`config.mk`:
```
export PLATFORM = sky130hd
export DESIGN_NAME = slice_controller
export DESIGN_NICKNAME = d
export VERILOG_FILES = /design/src/rtl/slice_controller.sv
export SDC_FILE = /design/constraint.sdc
export NUM_CORES = 1
export LEC_CHECK = 0
export ABC_AREA = 0
export CAP_MARGIN = 15
export CORE_ASPECT_RATIO = 0.75
export CORE_UTILIZATION = 40
export CTS_CLUSTER_DIAMETER = 150
export DETAILED_ROUTE_END_ITERATION = 6
export HOLD_SLACK_MARGIN = 0.05
export PLACE_DENSITY_LB_ADDON = 0.2
export SLEW_MARGIN = 20
export SYNTH_ARGS = -nofsm -noshare
export SYNTH_HDL_FRONTEND = slang
export SYNTH_SLANG_ARGS = --single-unit
```
`constraint.sdc`:
```
create_clock -name clk -period 4.13 [get_ports clk]
set_input_delay 0.413 -clock clk [delete_from_list [all_inputs] [get_ports clk]]
set_output_delay 0.413 -clock clk [all_outputs]
set_load 0.01 [all_outputs]
```
`src/rtl/slice_controller.sv`:
```
// slice_controller: sequences a measure-and-cut job that divides a measured length
// into slice_num equal pieces.
//
// Ports
//   clk, rst        clock; synchronous active-high reset
//   start           job request, accepted in idle when slice_num != 0
//   pause           pause/resume toggle (rising edge)
//   abort           cancel the job at once, no finish pulse
//   slice_num       number of pieces (latched at start)
//   valid/distance  distance sample strobe and value
//   trigger_suc     sensor has accepted the trigger request
//   trigger         sensor trigger request
//   move/back       motor enable and reverse direction
//   cut_end/cut     cutter done and cutter request
//   finish          one-cycle job-complete pulse
//   busy            job active
//   retry           one-cycle echo-timeout pulse
//
// Optional feature: define SLICE_TIMEOUT_EN to enable the echo-wait timeout
// (TIMEOUT_CYC cycles) in the measuring states. Without it those states wait
// indefinitely and retry stays 0.
module slice_controller #(
  parameter int unsigned DIS_W       = 17,
  parameter int unsigned CNT_W       = 5,
  parameter int unsigned TIMEOUT_CYC = 3000000
) (
  input  logic             clk,
  input  logic             rst,
  input  logic             start,
  input  logic             pause,
  input  logic             abort,
  input  logic [CNT_W-1:0] slice_num,
  input  logic             valid,
  input  logic [DIS_W-1:0] distance,
  input  logic             trigger_suc,
  output logic             trigger,
  output logic             move,
  output logic             back,
  input  logic             cut_end,
  output logic             cut,
  output logic             finish,
  output logic             busy,
  output logic             retry
);

  localparam logic [3:0] StIdle    = 4'd0;
  localparam logic [3:0] StInitTri = 4'd1;
  localparam logic [3:0] StInitMea = 4'd2;
  localparam logic [3:0] StDivide  = 4'd3;
  localparam logic [3:0] StTrigger = 4'd4;
  localparam logic [3:0] StMeasure = 4'd5;
  localparam logic [3:0] StCut     = 4'd6;
  localparam logic [3:0] StBackTri = 4'd7;
  localparam logic [3:0] StBack    = 4'd8;
  localparam logic [3:0] StPause   = 4'd9;

  localparam int unsigned DivCntW = $clog2(DIS_W + 1);

  logic [3:0]         state_q, state_d, resume_q, resume_d, div_succ;
  logic [CNT_W-1:0]   num_q, num_d, cnt_q, cnt_d;
  logic [DIS_W-1:0]   length_q, length_d, location_q, location_d, segment_q, segment_d;
  logic [CNT_W-1:0]   div_rem_q, div_rem_d, div_rem_step;
  logic [DIS_W-1:0]   div_quo_q, div_quo_d, div_quo_step;
  logic [DivCntW-1:0] div_cnt_q, div_cnt_d;
  logic [CNT_W:0]     div_shift, div_sub;
  logic               div_ge;
  logic               pause_prev_q, pause_edge, pend_q, pend_d, pausable;
  logic [DIS_W-1:0]   loc_minus_seg;
  logic               tmo_hit;
  logic               trigger_q, move_q, back_q, cut_q, finish_q, busy_q, retry_q;
  logic               trigger_d, move_d, back_d, cut_d, finish_d, busy_d, retry_d;

  assign pause_edge = pause & ~pause_prev_q;
  assign pausable   = state_q inside {StInitTri, StInitMea, StTrigger, StMeasure,
                                      StCut, StBackTri, StBack};
  assign loc_minus_seg = (location_q >= segment_q) ? (location_q - segment_q) : '0;
  assign div_succ      = (num_q > CNT_W'(1)) ? StTrigger : StBackTri;

  // One restoring-division step per cycle: dividend bits enter MSB first and the
  // quotient shifts in at the LSB of the same register.
  assign div_shift    = {div_rem_q, div_quo_q[DIS_W-1]};
  assign div_ge       = div_shift >= {1'b0, num_q};
  assign div_sub      = div_shift - {1'b0, num_q};
  assign div_rem_step = div_ge ? div_sub[CNT_W-1:0] : div_shift[CNT_W-1:0];
  assign div_quo_step = {div_quo_q[DIS_W-2:0], div_ge};

`ifdef SLICE_TIMEOUT_EN
  localparam int unsigned TmoW = $clog2(TIMEOUT_CYC + 1);

  logic [TmoW-1:0] tmo_cnt_q;
  logic            waiting;

  assign waiting = state_q inside {StInitMea, StMeasure, StBack};
  assign tmo_hit = waiting && !valid && (tmo_cnt_q == TmoW'(TIMEOUT_CYC - 1));

  always_ff @(posedge clk) begin
    if (rst || abort) begin
      tmo_cnt_q <= '0;
    end else if (state_d == StPause || state_q == StPause) begin
      tmo_cnt_q <= tmo_cnt_q;
    end else if (waiting && !valid && state_d == state_q) begin
      tmo_cnt_q <= tmo_cnt_q + TmoW'(1);
    end else begin
      tmo_cnt_q <= '0;
    end
  end
`else
  logic unused_timeout;

  assign tmo_hit        = 1'b0;
  assign unused_timeout = (TIMEOUT_CYC != 0);
`endif

  always_comb begin
    state_d    = state_q;
    resume_d   = resume_q;
    num_d      = num_q;
    cnt_d      = cnt_q;
    length_d   = length_q;
    location_d = location_q;
    segment_d  = segment_q;
    div_rem_d  = div_rem_q;
    div_quo_d  = div_quo_q;
    div_cnt_d  = div_cnt_q;
    pend_d     = pend_q;
    finish_d   = 1'b0;
    retry_d    = 1'b0;

    if (abort) begin
      state_d = StIdle;
      cnt_d   = '0;
      pend_d  = 1'b0;
    end else if (pause_edge && pausable) begin
      // A pause while waiting for a sample restarts the measurement on resume.
      state_d = StPause;
      case (state_q)
        StInitMea: resume_d = StInitTri;
        StMeasure: resume_d = StTrigger;
        StBack:    resume_d = StBackTri;
        default:   resume_d = state_q;
      endcase
    end else begin
      case (state_q)
        StIdle: begin
          if (start && (slice_num != '0)) begin
            num_d   = slice_num;
            cnt_d   = '0;
            state_d = StInitTri;
          end
        end
        StInitTri: if (trigger_suc) state_d = StInitMea;
        StInitMea: begin
          if (valid) begin
            length_d   = distance;
            location_d = distance;
            div_quo_d  = distance;
            div_rem_d  = '0;
            div_cnt_d  = '0;
            state_d    = StDivide;
          end else if (tmo_hit) begin
            state_d = StInitTri;
            retry_d = 1'b1;
          end
        end
        StDivide: begin
          div_rem_d = div_rem_step;
          div_quo_d = div_quo_step;
          div_cnt_d = div_cnt_q + DivCntW'(1);
          if (pause_edge) pend_d = 1'b1;
          if (div_cnt_q == DivCntW'(DIS_W - 1)) begin
            segment_d = div_quo_step;
            pend_d    = 1'b0;
            if (pause_edge || pend_q) begin
              state_d  = StPause;
              resume_d = div_succ;
            end else begin
              state_d = div_succ;
            end
          end
        end
        StTrigger: if (trigger_suc) state_d = StMeasure;
        StMeasure: begin
          if (valid) begin
            if (distance <= loc_minus_seg) begin
              state_d = StCut;
              cnt_d   = cnt_q + CNT_W'(1);
            end else begin
              state_d = StTrigger;
            end
          end else if (tmo_hit) begin
            state_d = StTrigger;
            retry_d = 1'b1;
          end
        end
        StCut: begin
          if (cut_end) begin
            location_d = loc_minus_seg;
            if (cnt_q == num_q - CNT_W'(1)) begin
              state_d = StBackTri;
              cnt_d   = '0;
            end else begin
              state_d = StTrigger;
            end
          end
        end
        StBackTri: if (trigger_suc) state_d = StBack;
        StBack: begin
          if (valid) begin
            if (distance >= length_q) begin
              state_d  = StIdle;
              finish_d = 1'b1;
            end
          end else if (tmo_hit) begin
            state_d = StBackTri;
            retry_d = 1'b1;
          end
        end
        StPause: if (pause_edge) state_d = resume_q;
        default: state_d = StIdle;
      endcase
    end
  end

  // Outputs are decoded from the next state so they change together with it.
  always_comb begin
    trigger_d = state_d inside {StInitTri, StTrigger, StBackTri};
    move_d    = state_d inside {StTrigger, StMeasure, StBackTri, StBack};
    back_d    = state_d inside {StBackTri, StBack};
    cut_d     = state_d == StCut;
    busy_d    = state_d != StIdle;
  end

  always_ff @(posedge clk) begin
    if (rst) begin
      state_q      <= StIdle;
      resume_q     <= StIdle;
      num_q        <= '0;
      cnt_q        <= '0;
      length_q     <= '0;
      location_q   <= '0;
      segment_q    <= '0;
      div_rem_q    <= '0;
      div_quo_q    <= '0;
      div_cnt_q    <= '0;
      pend_q       <= 1'b0;
      pause_prev_q <= 1'b0;
      trigger_q    <= 1'b0;
      move_q       <= 1'b0;
      back_q       <= 1'b0;
      cut_q        <= 1'b0;
      finish_q     <= 1'b0;
      busy_q       <= 1'b0;
      retry_q      <= 1'b0;
    end else begin
      state_q      <= state_d;
      resume_q     <= resume_d;
      num_q        <= num_d;
      cnt_q        <= cnt_d;
      length_q     <= length_d;
      location_q   <= location_d;
      segment_q    <= segment_d;
      div_rem_q    <= div_rem_d;
      div_quo_q    <= div_quo_d;
      div_cnt_q    <= div_cnt_d;
      pend_q       <= pend_d;
      pause_prev_q <= pause;
      trigger_q    <= trigger_d;
      move_q       <= move_d;
      back_q       <= back_d;
      cut_q        <= cut_d;
      finish_q     <= finish_d;
      busy_q       <= busy_d;
      retry_q      <= retry_d;
    end
  end

  assign trigger = trigger_q;
  assign move    = move_q;
  assign back    = back_q;
  assign cut     = cut_q;
  assign finish  = finish_q;
  assign busy    = busy_q;
  assign retry   = retry_q;

endmodule

```
==> flow_metrics.env, run 1 <==
export IMPL_fmax_mhz=241.7
export IMPL_clock_root_buffer="clkbuf_16"
export IMPL_clk_pin_slew_ns=0.08
export IMPL_grt_pass1_vias=5600
export IMPL_rows=40
export IMPL_cts_sinks=104
export IMPL_gp_congestion=0.8879
export IMPL_yosysTopAreaCellShare=0.3070
export IMPL_diodes=0
export IMPL_violations="DRC, setup timing"
export IMPL_crit_chain="inv_2 > ha_4 > inv_2 > fa_2 > a211oi_4 > o21ai_2 > and3_4 > or4_1 > o211ai_1 > nand2_1 > ha_4 > a21oi_4 > o21ai_2 > a2111o_1 > o31ai_4 > buf_4 > nand2_2 > or3_1 > a21oi_1"
export IMPL_finalSetupViolCount=3
export IMPL_cts_tree="yes"
export IMPL_p_leak_nw=3.030
export IMPL_synthArstFlopShare=0
export IMPL_boundaryPins=37
export IMPL_clk_path_buf_depth=2
export IMPL_rr_worst_depth=19
export IMPL_final_core_util=0.5025
export IMPL_cpPeakStageDelay_ns=0.42
export IMPL_hpwl_mm=14.03
export IMPL_yosysUniqueCellTypes=76
export IMPL_preCtsSetupSlack_ns=-0.3181
export IMPL_synth_xor_area_frac=0.02583
export IMPL_irDropWorstVdd_uv=197.0
export IMPL_cts_hold_buf=0
export IMPL_drt_total_wl_mm=19.60
export IMPL_grt_pass1_wl_mm=30.39
export IMPL_slew_viol_final=0
export IMPL_vias_per_cell=5.692
export IMPL_die_y_um=114.8
export IMPL_clk_latency_ns=0.36
export IMPL_avgSynthCellArea_um2=8.054
export IMPL_worstPathMaxFanout=3
export IMPL_power_total_w=0.002253
export IMPL_r2r_start="location_q[0]"
export IMPL_drc=3
export IMPL_nets=999
export IMPL_ant_nets=0
export IMPL_slew_headroom=0.3682
export IMPL_htreeDepth=3
export IMPL_wl_per_cell_um=17.48
export IMPL_drt_initial_drc_count=511
export IMPL_powerDensity_nw_per_um2=274.8
export IMPL_critPathCaptureType="flop"
export IMPL_synth_warnings=0
export IMPL_initial_utilization=0.4156
export IMPL_ys_seq_elements=104
export IMPL_hold_class="reg -> reg"
export IMPL_syn_cell_area_um2=6782
export IMPL_antenna_found_initial=0
export IMPL_synth_ff_type="dfxtp_1"
export IMPL_critPathLaunchType="flop"
export IMPL_cp_required_ns=4.42
export IMPL_min_from="length_q[14]"
export IMPL_worstMarginPinSlew_ns=0.9477
export IMPL_synthMuxAreaShare=0.04004
export IMPL_fin_ws_ns=-0.007138
export IMPL_layout_drive_gt1_share=0.1471
export IMPL_core_region_area_um2=16320
export IMPL_synthTopCellsByArea="dfxtp_1 (31%), ha_1 (11%), nand2_1 (5.4%), a21oi_1 (4.8%), nor2_1 (4.2%)"
export IMPL_synth_edf_count=0
export IMPL_syn_to_final_growth_pct=20.90
export IMPL_cap_violations=0
export IMPL_syn_num_nets=935
export IMPL_hold_viol=0
export IMPL_dpl_cell_count=1087
export IMPL_grt_usage=0.2238
export IMPL_grt_start_max_net_pins=86
export IMPL_yosys_area_share_simple=0.2162
export IMPL_startpoint="location_q[0]"
export IMPL_fp_dieW_um=152.4
export IMPL_synth_fa_ha_area_frac=0.1185
export IMPL_synth_compound_area_frac=0.2295
export IMPL_crit_type="reg -> reg"
export IMPL_status="complete, but fails checks"
export IMPL_io_buffers=35
export IMPL_final_cells=1121
export IMPL_fillers=1616
export IMPL_dieArea_um2=17480
export IMPL_slowest_stage="a2111o_1"
export IMPL_fin_hold_ws_ns=0.4556
export IMPL_drtPass1Iterations=7
export IMPL_period_minus_slack_ns=4.137
export IMPL_grt_setup_unrepaired="yes"
export IMPL_cts_buffers_inserted=9
export IMPL_yosysTopAreaCell="dfxtp_1"
export IMPL_skew_ns=0.01023
export IMPL_period_share=1.002
export IMPL_hold_path_cell_count=2
export IMPL_cp_data_arrival_time_ns=4.43
export IMPL_vias=6381
export IMPL_synth_top_family_by_area="compound AO/OA/AOI/OAI gates"
export IMPL_seq_area_frac_synth=0.3070
export IMPL_grt_overflow=0
export IMPL_syn_inst=842
layer usage:
metal  wire length, um  global-route usage
met1             10450              0.3601
met2              7690              0.3017
met3              1323             0.04259
met4               130             0.03673
met5                 0                   0
critical path, delay by kind of cell (launching register included):
kind | cells | cell delay [ns]
flops | 1 | 0.33
buf+inv | 3 | 0.28
compound gates | 8 | 1.62
fa+ha+maj | 3 | 0.74
simple gates | 5 | 1.10
power by group:
| part | total [W] | switching, W | internal (W) | leakage [nW] |
|---|---|---|---|---|
| Clock | 0.000879 | 0.000427 | 0.000453 | 0.149 |
| Combinational | 0.000350 | 0.000195 | 0.000155 | 2.04 |
| Sequential | 0.00102 | 0.0000127 | 0.00101 | 0.840 |
| Total | 0.00225 | 0.000634 | 0.00162 | 3.03 |
layout by cell type (no fill, tap or decap), drive strengths merged, types with 17 or more instances in the layout:
| cell | Yosys | routed |
|---|---|---|
| ha | 61 | 61 |
| a22oi | 25 | 25 |
| nor3 | 20 | 20 |
| mux2i | 26 | 26 |
| clkdlybuf4s50 | 0 | 34 |
| a31oi | 17 | 17 |
| nand3 | 27 | 27 |
| buf | 17 | 63 |
| inv | 55 | 57 |
| a21oi | 65 | 65 |
| o21ai | 41 | 41 |
| nand2 | 99 | 99 |
| nor2 | 75 | 75 |
| dfxtp | 104 | 104 |
stage by stage:
stage	TNS, ns	cell area (um2)
after global placement	-1.093	7530
final	-0.01411	8199
after global routing	-0.8679	8199
after detailed placement	-2.371	7530
after CTS	0	7954
after floorplan	0	6784
cells by family after synthesis:
family | after synthesis
fa+ha+maj | 63
compound gates | 230
mux | 27
simple gates | 298
flops | 104
other cells | 1
buf+inv | 99
xor+xnor | 20
final cells by class:
type / instances / area (um2) / area share
tap: 210 / 262.8 / 0.03205
multi-input combinational: 639 / 4511 / 0.5501
clock inverter: 5 / 47.55 / 0.005799
inverter: 55 / 206.4 / 0.02518
timing repair buffer: 97 / 833.3 / 0.1016
clock buffer: 11 / 252.7 / 0.03083
sequential: 104 / 2086 / 0.2544
flip-flops by register name, indices dropped and copies added (netlist names):
register      flops
resume_q          4
busy              1
location_q       17
back              1
pend_q            1
pause_prev_q      1
cnt_q             5
trigger           1
state_q           4
length_q         17
div_quo_q        17
num_q             5
cut               1
finish            1
segment_q        17
move              1
div_cnt_q         5
div_rem_q         5
Yosys cell counts, types with 4 or more instances:
cell type  number
a21oi_1        65
xnor2_1         9
or4_1           7
nor3b_1         4
o21bai_1        5
a31oi_1        17
nand2_1        98
o211ai_1        8
buf_6           4
and3_1          7
mux2i_1        26
ha_1           61
nor2_1         75
nand3_1        26
a211oi_1        7
nand4_1        12
nand2b_1        4
dfxtp_1       104
a21o_1         13
clkbuf_1       27
o21ai_1        12
o31ai_1         5
a22oi_1        25
nor2b_1        14
or3_1           5
o21ai_0        28
buf_2          11
inv_1          55
nor3_1         20
xor2_1         11
a311oi_1        8
timing repair:
item / 4_1_cts / 5_1_grt
gates cloned: 0 / 2
endpoints found under the setup margin: 11 / 11
setup buffers: 7 / 10
resized for setup: 18 / 41
pin swaps: 20 / 23
worst paths after layout:
path	to	slack, ns
worst min-delay path	length_q[14]	0.46
worst max register to register	cnt_q[2]	-0.007
worst max-delay path	cnt_q[2]	-0.007
worst min register to register	length_q[14]	0.46
Power figures use the tool's default switching activity.
==> run 2: changes to the inputs <==
Settings changed: CORE_ASPECT_RATIO 0.75 to 1.4, CORE_MARGIN from default to 2, CORE_UTILIZATION 40 to 36.
==> flow_metrics.env, run 2 (same netlist as run 1, synthesis figures left out) <==
export IMPL_finalSetupViolCount=1
export IMPL_power_total_w=0.002254
export IMPL_worstPathMaxFanout=4
export IMPL_worstMarginPinSlew_ns=0.7511
export IMPL_violations="setup timing"
export IMPL_period_share=1.011
export IMPL_grt_overflow=0
export IMPL_p_int_w=0.001650
export IMPL_crit_buf_inv=4
export IMPL_clock_root_buffer="clkbuf_16"
export IMPL_core_region_area_um2=18530
export IMPL_fmax_mhz=239.6
export IMPL_drc=0
export IMPL_path_delay_family="simple AND/OR/NAND/NOR gates"
export IMPL_hold_viol=0
export IMPL_slew_headroom=0.4986
export IMPL_layout_drive_gt1_share=0.1440
export IMPL_preCtsSetupSlack_ns=-0.3029
export IMPL_cts_hold_buf=0
export IMPL_grt_setup_unrepaired="yes"
export IMPL_cp_data_arrival_time_ns=4.47
export IMPL_mostFrequentLayoutCell="dfxtp_1"
export IMPL_antenna_found_initial=0
export IMPL_grt_usage=0.2007
export IMPL_nets=999
export IMPL_switching_share=0.2678
export IMPL_boundaryPins=37
export IMPL_htreeDepth=3
export IMPL_clk_latency_ns=0.36
export IMPL_cap_violations=0
export IMPL_cts_sinks=104
export IMPL_grt_pass1_vias=6306
export IMPL_drtPass1Iterations=5
export IMPL_dieArea_um2=19970
export IMPL_vias=6366
export IMPL_fin_ws_ns=-0.04349
export IMPL_power_share_clock=0.395
export IMPL_final_cell_mix="dfxtp_1 (101), nand2_1 (97), nor2_1 (72), a21oi_1 (61), buf_4 (58)"
export IMPL_cp_required_ns=4.43
export IMPL_drt_total_wl_mm=19.69
export IMPL_clk_path_buf_depth=2
export IMPL_fillers=1876
export IMPL_crit_type="reg -> reg"
export IMPL_ant_nets=0
export IMPL_cts_tree="yes"
export IMPL_hold_class="reg -> reg"
export IMPL_combPwrFrac=0.150
export IMPL_irDropWorstVdd_uv=185.0
export IMPL_cts_buffers_inserted=9
export IMPL_rows=59
export IMPL_gp_congestion=0.8711
export IMPL_hpwl_mm=14.15
export IMPL_crit_chain="inv_2 > ha_4 > inv_2 > fa_2 > a211oi_2 > o21ai_2 > buf_4 > a31o_4 > o211ai_1 > nand2_2 > ha_4 > nand4_1 > or4_1 > mux2_4 > o31ai_4 > buf_6 > o21ai_4 > or4_1 > a21oi_1"
export IMPL_diodes=0
export IMPL_vias_per_cell=5.516
export IMPL_slew_viol_final=0
export IMPL_slowest_stage="or4_1"
export IMPL_die_y_um=166.4
export IMPL_drt_initial_drc_count=443
export IMPL_fp_dieW_um=120.0
export IMPL_tns_ns=-0.04349
export IMPL_grt_start_max_net_pins=49
export IMPL_wl_per_cell_um=17.07
export IMPL_ff_latch_area_um2=2086
export IMPL_syn_to_final_growth_pct=21.37
export IMPL_p_leak_nw=3.005
export IMPL_p_sw_w=0.0006037
export IMPL_initial_utilization=0.3660
export IMPL_period_minus_slack_ns=4.173
export IMPL_multi_input_area_um2=4516
export IMPL_io_buffers=35
export IMPL_powerDensity_nw_per_um2=273.9
export IMPL_seqPwrFrac=0.454
export IMPL_grt_pass1_wl_mm=31.68
export IMPL_fin_hold_ws_ns=0.4540
export IMPL_clk_pin_slew_ns=0.08
export IMPL_status="complete, but fails checks"
export IMPL_final_core_util=0.4442
export IMPL_critPathCaptureType="flop"
export IMPL_skew_ns=0.01049
export IMPL_critPathLaunchType="flop"
export IMPL_cpPeakStageDelay_ns=0.53
-- run 2: cell count changes in the layout (fill, tap and decap cells not counted), sizes merged --
cell,delta
inv,-2
bufinv,+1
clkinv,-1
clkinvlp,+1
-- run 2: repair_timing --
action	CTS	global route
gates cloned	0	0
gates resized for setup	24	29
setup buffers	8	9
endpoints found under the setup margin	11	11
pin swaps	24	28
-- run 2: power by group through the flow --
stage               sequential [W]  combinational (W)  clock (W)
CTS                        0.00102           0.000325   0.000914
global placement           0.00105           0.000303          0
finish                     0.00102           0.000339   0.000891
detailed placement         0.00105           0.000303          0
global route               0.00103           0.000375   0.000953
floorplan                  0.00104           0.000190          0
-- run 2: cell type report --
class / count / share of cell area
clock buffers: 11 / 0.02949
inverters: 55 / 0.02508
repair buffers: 97 / 0.09957
well taps: 244 / 0.03709
flip-flops and latches: 104 / 0.2534
clock inverters: 4 / 0.006689
multi-input cells: 639 / 0.5486
-- run 2: layer usage --
metal  GRT usage  vias to the layer above  routed length, um
met5           0                        -                  0
met2      0.3624                      114              10220
li1            -                     3174                  -
met1      0.2344                     3041               8381
met4     0.08798                        0                557
met3     0.02438                       37                531
-- run 2: worst paths after layout --
| kind | startpoint | depth (start not counted) | endpoint | slack (ns) |
|---|---|---|---|---|
| hold / removal | length_q[4] | 2 | length_q[4] | 0.45 |
| setup reg to reg | location_q[0] | 19 | cnt_q[3] | -0.04 |
| hold reg to reg | length_q[4] | 2 | length_q[4] | 0.45 |
| setup / recovery | location_q[0] | 19 | cnt_q[3] | -0.04 |
-- run 2: worst register-to-register path, delay by kind of cell, from the launching register on --
family,cells,cell delay (ns)
flops,1,0.33
fa+ha+maj,3,0.74
mux,1,0.30
compound gates,7,1.09
buf+inv,4,0.40
simple gates,4,1.23
-- run 2: per-stage QoR --
stage               area [um2]  instances
floorplan                 6784        842
global placement          7584       1123
detailed placement        7584       1123
CTS                       8049       1146
global route              8230       1154
finish                    8230       1154
